===== src/rtl/issue_scheduler_pkg.sv =====
// Shared types for the issue scheduler: decode-queue item layout and execution-unit selector.
package issue_scheduler_pkg;

    typedef enum logic [1:0] {
        EXU_ALU = 2'd0,
        EXU_MUL = 2'd1,
        EXU_JMP = 2'd2,
        EXU_MEM = 2'd3
    } exu_e;

    typedef struct packed {
        logic [7:0]  uopcode;
        exu_e        exu_type;
        logic        has_rd;
        logic        has_rs1;
        logic        has_rs2;
        logic [4:0]  rd;
        logic [4:0]  rs1;
        logic [4:0]  rs2;
        logic [31:0] imm;
    } queue_item_t;

endpackage


===== src/rtl/issue_scheduler.sv =====
// In-order single-issue scheduler: register-hazard scoreboard, multi-cycle unit occupancy,
// and a registered one-hot issue packet per popped decode-queue head.
module issue_scheduler
    import issue_scheduler_pkg::*;
#(
    parameter int unsigned NUM_WB = 2,
    parameter int unsigned CNT_W  = 32
) (
    input  logic                  clk,
    input  logic                  rst,
    input  logic                  head_valid,
    input  queue_item_t           head_item,
    output logic                  head_pop,
    output logic [3:0]            iss_valid,
    output queue_item_t           iss_item,
    input  logic                  mul_done,
    input  logic                  mem_done,
    input  logic                  br_resolve,
    input  logic [NUM_WB-1:0]     wb_valid,
    input  logic [5*NUM_WB-1:0]   wb_rd,
    output logic [CNT_W-1:0]      stall_cycles
);

    typedef enum logic {
        UNIT_IDLE,
        UNIT_BUSY
    } unit_st_e;

    typedef enum logic {
        BR_IDLE,
        BR_WAIT
    } br_st_e;

    logic [31:0]      pending_q, pending_d;
    logic [31:0]      wb_clr;
    logic [31:0]      pend_set;
    unit_st_e         mul_st_q, mul_st_d;
    unit_st_e         mem_st_q, mem_st_d;
    br_st_e           br_st_q, br_st_d;
    logic [3:0]       iss_valid_q, iss_valid_d;
    queue_item_t      iss_item_q, iss_item_d;
    logic [CNT_W-1:0] stall_q, stall_d;

    logic raw;
    logic waw;
    logic busy;
    logic pop;

    always_comb begin
        wb_clr = '0;
        for (int unsigned r = 1; r < 32; r++) begin
            for (int unsigned k = 0; k < NUM_WB; k++) begin
                if (wb_valid[k] && (wb_rd[5*k +: 5] == 5'(r))) begin
                    wb_clr[r] = 1'b1;
                end
            end
        end
    end

    // A writeback landing this cycle already releases the register for the head.
    always_comb begin
        raw  = (head_item.has_rs1 && pending_q[head_item.rs1] && !wb_clr[head_item.rs1])
            || (head_item.has_rs2 && pending_q[head_item.rs2] && !wb_clr[head_item.rs2]);
        waw  = head_item.has_rd && pending_q[head_item.rd] && !wb_clr[head_item.rd];
        busy = ((head_item.exu_type == EXU_MUL) && (mul_st_q == UNIT_BUSY) && !mul_done)
            || ((head_item.exu_type == EXU_MEM) && (mem_st_q == UNIT_BUSY) && !mem_done);
        pop  = head_valid && !raw && !waw && !busy && (br_st_q == BR_IDLE) && !rst;
    end

    assign head_pop = pop;

    always_comb begin
        pend_set = '0;
        if (pop && head_item.has_rd && (head_item.rd != 5'd0)) begin
            pend_set[head_item.rd] = 1'b1;
        end
        // Set is applied after clear: a same-edge writeback belongs to an older producer.
        pending_d    = (pending_q & ~wb_clr) | pend_set;
        pending_d[0] = 1'b0;
    end

    always_comb begin
        mul_st_d = mul_st_q;
        if (pop && (head_item.exu_type == EXU_MUL)) begin
            mul_st_d = UNIT_BUSY;
        end else if ((mul_st_q == UNIT_BUSY) && mul_done) begin
            mul_st_d = UNIT_IDLE;
        end

        mem_st_d = mem_st_q;
        if (pop && (head_item.exu_type == EXU_MEM)) begin
            mem_st_d = UNIT_BUSY;
        end else if ((mem_st_q == UNIT_BUSY) && mem_done) begin
            mem_st_d = UNIT_IDLE;
        end

        br_st_d = br_st_q;
        if (pop && (head_item.exu_type == EXU_JMP)) begin
            br_st_d = BR_WAIT;
        end else if ((br_st_q == BR_WAIT) && br_resolve) begin
            br_st_d = BR_IDLE;
        end
    end

    always_comb begin
        iss_valid_d = '0;
        iss_item_d  = iss_item_q;
        if (pop) begin
            iss_valid_d[head_item.exu_type] = 1'b1;
            iss_item_d                      = head_item;
        end

        stall_d = stall_q;
        if (head_valid && !pop && (stall_q != '1)) begin
            stall_d = stall_q + 1'b1;
        end
    end

    always_ff @(posedge clk or posedge rst) begin
        if (rst) begin
            pending_q   <= '0;
            mul_st_q    <= UNIT_IDLE;
            mem_st_q    <= UNIT_IDLE;
            br_st_q     <= BR_IDLE;
            iss_valid_q <= '0;
            iss_item_q  <= '0;
            stall_q     <= '0;
        end else begin
            pending_q   <= pending_d;
            mul_st_q    <= mul_st_d;
            mem_st_q    <= mem_st_d;
            br_st_q     <= br_st_d;
            iss_valid_q <= iss_valid_d;
            iss_item_q  <= iss_item_d;
            stall_q     <= stall_d;
        end
    end

    assign iss_valid    = iss_valid_q;
    assign iss_item     = iss_item_q;
    assign stall_cycles = stall_q;

endmodule


===== config.mk =====
export PLATFORM = sky130hd
export DESIGN_NAME = issue_scheduler
export DESIGN_NICKNAME = d
export VERILOG_FILES = /design/src/rtl/issue_scheduler_pkg.sv /design/src/rtl/issue_scheduler.sv
export SDC_FILE = /design/constraint.sdc
export NUM_CORES = 1
export LEC_CHECK = 0
export BUFFER_PORTS_ARGS = -buffer_cell sky130_fd_sc_hd__buf_4
export CORE_MARGIN = 2
export CORE_UTILIZATION = 45
export DETAILED_ROUTE_END_ITERATION = 12
export PLACE_DENSITY = 0.7
export SETUP_SLACK_MARGIN = 0.02
export SLEW_MARGIN = 30
export SYNTH_ARGS = -nofsm -noshare
export SYNTH_HDL_FRONTEND = slang
export SYNTH_SLANG_ARGS = --single-unit

===== constraint.sdc =====
create_clock -name clk -period 5.66 [get_ports clk]
set_input_delay 0.566 -clock clk [delete_from_list [all_inputs] [get_ports clk]]
set_output_delay 0.566 -clock clk [all_outputs]
set_load 0.03 [all_outputs]

; Yosys cells after proc, flatten, opt, wreduce, memory -nomap -nowiden
; Index checks and enable logic that the tools add are counted.
[totals]
mem_count = 0
in_bits = 78
word_cells = 283
rom_bits = 0
latch_bits = 0
mem_bits_rw = 0
output_inout_bits = 97
ff_bits = 130
[classes]
n_bitwise = 4
addsub = 1
reduce_logical = 105
shifts = 0
n_eq_ne = 66
div = 0
order_cmp = 6
muxes = 86
multipliers = 0
[op_table]
columns = cell, n
row1 = $eq A5 B5 Y1 const B, 32
row2 = $logic_and A1 B1 Y1, 89
row3 = $eq A5 B4 Y1 const B, 16
row4 = $mux W1, 76
row5 = $eq A5 B3 Y1 const B, 8
row6 = $add A32 B1 Y32 const B, 1
row7 = $and A32 B32 Y32, 1
row8 = $mux W32, 1
row9 = $ne A32 B32 Y1 const B, 1
row10 = $not A32 Y32, 1
row11 = $or A32 B32 Y32, 1
row12 = $bmux W1 S5, 6
row13 = $eq A5 B2 Y1 const B, 4
row14 = $lt A5 B6 Y1 const B, 3
row15 = $eq A5 B1 Y1 const B, 2
row16 = $logic_not A1 Y1, 10
row17 = $reduce_bool A2 Y1, 3
row18 = $demux W1 S5, 1
row19 = $ge A5 B1 Y1 const B, 1
row20 = $reduce_bool A5 Y1, 1
row21 = $eq A2 B2 Y1 const B, 2
row22 = $mux W4, 1
row23 = $lt A2 B3 Y1 const B, 1
row24 = $demux W1 S2, 1
row25 = 4 further kinds, 5

; Longest topological paths before layout
[depth]
ltp_word = 19
mapped_depth = 13
mapped_depth_nobuf = 9

; Least setup slack after synthesis
; OpenSTA, ideal clock, no wires.
[synth_timing]
path_kind = input -> output
from = in rst
to = out head_pop
n_path_buf = 2
slack_ps = 628
cell_stages = 7
arrival_time_ps = 4466
path_cell_list = inv_1 > nand4_1 > a31oi_1 > nand3_1 > buf_4 > buf_2 > inv_1
[synth_between]
elab_chain_len = 2
[synth_rtl]
columns = element, line_no
row1 = "start, declared", issue_scheduler.sv:10  ; input logic rst,
row2 = $logic_not A1 Y1 (no line), n/a
row3 = $logic_and A1 B1 Y1, issue_scheduler.sv:67  ; pop = head_valid && !raw && !waw && !busy && (br_st_q == BR_IDLE) && !rst;
row4 = "end, declared", issue_scheduler.sv:13  ; output logic head_pop,
; Every way passes these cells.

; Final worst setup path
[layout_timing]
from = in wb_rd[6]
to = out head_pop
[layout_between]
elab_chain_len = 14
[layout_rtl]
columns = element, line_no
row1 = "start, declared", issue_scheduler.sv:20  ; input logic [5*NUM_WB-1:0] wb_rd,
row2 = "$eq A5 B1 Y1, or another cell as far along", issue_scheduler.sv:53  ; if (wb_valid[k] && (wb_rd[5*k +: 5] == 5'(r))) begin
row3 = $logic_and A1 B1 Y1, issue_scheduler.sv:53
row4 = $mux W1, issue_scheduler.sv:53
row5 = "$bmux W1 S5, on equally long branches", "issue_scheduler.sv:62, issue_scheduler.sv:63"
row6 = "$mux W1, on equally long branches", "issue_scheduler.sv:62, issue_scheduler.sv:63"
row7 = "$logic_not A1 Y1, on equally long branches", "issue_scheduler.sv:62, issue_scheduler.sv:63"
row8 = "$logic_and A1 B1 Y1, on equally long branches", "issue_scheduler.sv:62, issue_scheduler.sv:63"
row9 = $logic_or A1 B1 Y1, issue_scheduler.sv:63  ; || (head_item.has_rs2 && pending_q[head_item.rs2] && !wb_clr[head_item.rs2]);
row10 = $logic_not A1 Y1, issue_scheduler.sv:67
row11 = $logic_and A1 B1 Y1, issue_scheduler.sv:67
row12 = $logic_and A1 B1 Y1 * (4 in a row), issue_scheduler.sv:67
; Every way passes the cells marked *; elsewhere a longest branch is shown, timed or not. The select of a mux whose other input is x is not followed.

==> reports/results.ini <==
[sta]
tns_ns=0
slew_headroom=0.435
fmax_mhz=249
setup_viol=0
clock_skew_ns=0.0120
period_share=0.709
finalHoldViolations=0
drv_slew=0
rsz0062_at_grt=false
worst_slew_pin_slew_ns=0.836
setup_slack_ns=1.65
layout_min_cycle_time_ns=4.01

[global_route]
grt.overflow.total=0
grt_pass1_vias=6486
antenna_found_initial=0
grt.total_usage=0.255
grt_pass1_wl_mm=36.2
grt_max_degree=83

[critical_path]
cp_cell_sequence=buf_4, nand2b_1, o22ai_1, mux4_2, mux2i_1, and3_1, o31ai_1, nand3_4, inv_1, buf_4
path_buf_inv=3
cpMaxStageDelayCell=o22ai_1
path_max_fanout=24
cp.arrival_ns=3.45
criticalPathCategory=in2out
crit_top_cell=buf_4
cpLargestDelayFamily=compound AO/OA/AOI/OAI gates
start_kind=primary input
required_ns=5.09
endpoint_kind=output pin
cpPeakStageDelay_ns=0.60

[drt]
viasPerCell=6.25
ant_nets=0
vias=6723
wirelength_mm=23.5
dr.pass1.iters=6
wl_per_cell_um=21.9
remaining_drc_errors=0
drtIter0Drc=945

[power]
p_sw_frac=0.340
p_seq_frac=0.359
clockPowerShare=0.326
ir_drop_mv=0.247
power.switching_mw=1.16
pwr-share-comb=0.315
power.density_mw_per_mm2=347
power.internal_mw=2.24
p_leak_nw=4.36

[layout]
final_cell_mix=buf_4 (177), dfrtp_1 (130), mux2_4 (40), nand2_1 (33), xnor2_1 (31)
areaGrowthSynthToFinish_pct=25.4
n_antenna_cell=0
layout.nets=916
final_common_cell=buf_4
drive_gt1_frac=0.355
final_util=0.572

[clocking]
worstSkewPairLatency_ns=0.42
ctsHoldBuffers=0
cts_max_path_buffers=2
cts_setup_buffers=0
numClockSinks=130
cts_buffers=17
clock-root-buffer=clkbuf_16
cts_tree=yes
postCtsResizedCells=0
cts_max_level=4
cts.reportedPaths.clkPinSlew_ns=0.06

[logic_synthesis]
synth_edf_count=0
synth_warnings=0
synthCells=695
synth_seq_cells=130
synth_flop_cell=dfrtp_1
seq_area_frac_synth=0.416
synth_nets=774
avgSynthCellArea_um2=11.2
ys_types=73
synthesis.area_mm2=0.00781
synthArstFlopShare=1.00

[floorplan]
core_mm2=0.0171
start_util=0.457
ioPinCount=175
die_h_um=136
die_area_mm2=0.0184
rows=48
die_w_um=136

[placement]
post-dp-hpwl_mm=17.0
io_buffers=174
post-place-ws_ns=1.70
gp_congestion=0.967

[job]
cap_violations=0

[run_status]
status=finished clean

[min_path]
worstHoldPathType=in2async

[logic make-up (layout without fill, tap and decap cells)]
group | count (synthesis) | after routing | synth area share
fa+ha+maj | 1 | 1 | 0.00160
buf+inv | 80 | 235 | 0.0471
flops | 130 | 130 | 0.416
mux | 107 | 107 | 0.205
simple gates | 205 | 205 | 0.152
xor+xnor | 31 | 31 | 0.0347
compound gates | 141 | 141 | 0.143
[layout make-up]
cell class | count | area (um2)
inverter | 24 | 95.1
sequential | 130 | 3250
multi-input combinational | 485 | 4210
tap | 225 | 282
fill | 1428 | 7320
timing repair buffer | 179 | 1360
clock inverter | 13 | 150
clock buffer | 19 | 453
[worst paths after layout]
check                                         startpoint                          end  slack, ns  depth (start not counted)
worst max-delay path                            wb_rd[6]                     head_pop       1.65                         10
worst min-delay path                                 rst     iss_item[20]$_DFFE_PP0N_       0.15                          2
worst max register to register    pending_q[8]$_DFF_PP0_  stall_cycles[1]$_DFFE_PP0P_       2.42                         10
worst min register to register  iss_item[35]$_DFFE_PP0N_     iss_item[35]$_DFFE_PP0N_       0.48                          2
max in group asynchronous                            rst      pending_q[11]$_DFF_PP0_       4.38                          3
min in group clk                              br_resolve          br_st_q$_DFFE_PP0P_       0.33                          2
[per-layer routing]
layer,vias to the layer above,part of all wire,global-route usage
met4,0,0.037,0.110
li1,2947,-,-
met1,3290,0.41,0.341
met3,78,0.095,0.0681
met5,-,0,0
met2,408,0.46,0.390
[cell usage after synthesis (4+ instances only)]
library cell	n	area (um2)
dfrtp_1	130	3250
mux2_4	40	601
nand2_1	33	124
xnor2_1	31	272
clkbuf_1	27	101
nand4_1	26	163
nor2_1	26	97.6
mux4_2	24	541
nand3_1	24	120
inv_1	23	86.3
o22ai_1	23	144
a22o_1	22	193
mux2i_1	21	210
and3_1	20	125
o22a_1	16	140
buf_2	15	75.1
mux2_2	13	146
nor3_1	11	55.1
o21ai_0	11	55.1
mux2_1	9	101
nand2b_1	9	56.3
nor2b_1	9	56.3
o221ai_1	9	78.8
a21oi_1	7	35.0
and2_1	7	43.8
buf_1	7	26.3
nand4b_1	7	61.3
buf_6	6	67.6
nand3b_1	5	37.5
nand4bb_1	5	56.3
o31ai_1	5	37.5
a211oi_1	4	30.0
a22oi_1	4	30.0
a31oi_1	4	25.0
o32ai_1	4	35.0
[worst register-to-register path, cell delays in order (launching register included)]
cell and delay (ns):
dfrtp_1 0.42, mux2_2 0.28, a221oi_1 0.44, o41a_1 0.18, nand3_1 0.09, o2111a_1 0.16, a31oi_1 0.33, nand3_4 0.35
buf_4 0.37, nand3_1 0.17, mux2_2 0.35
[through the flow]
step / area [um2] / cells / total power [mW] / hold slack, ns
3_5_place_dp: 9190 / 1042 / 2.31 / 0.475
2_1_floorplan: 7810 / 695 / 1.90 / 0.447
6_report: 9800 / 1075 / 3.40 / 0.154
3_3_place_gp: 9180 / 1042 / 2.29 / 0.463
4_1_cts: 9790 / 1074 / 3.43 / 0.169
5_1_grt: 9800 / 1075 / 3.55 / 0.184
[power by group through the flow]
stage / Combinational, mW / Clock [mW] / Sequential [mW]
3_3_place_gp: 1.06 / 0 / 1.22
5_1_grt: 1.13 / 1.18 / 1.24
3_5_place_dp: 1.07 / 0 / 1.23
6_report: 1.07 / 1.11 / 1.22
2_1_floorplan: 0.395 / 0 / 1.51
4_1_cts: 1.08 / 1.13 / 1.22
[state kept, by name (all words and copies together) (netlist names)]
| register | flops |
|---|---|
| mul_st_q | 1 |
| iss_item | 60 |
| iss_valid | 4 |
| stall_cycles | 32 |
| pending_q | 31 |
| mem_st_q | 1 |
| br_st_q | 1 |
(Power assumes the default switching activity.)
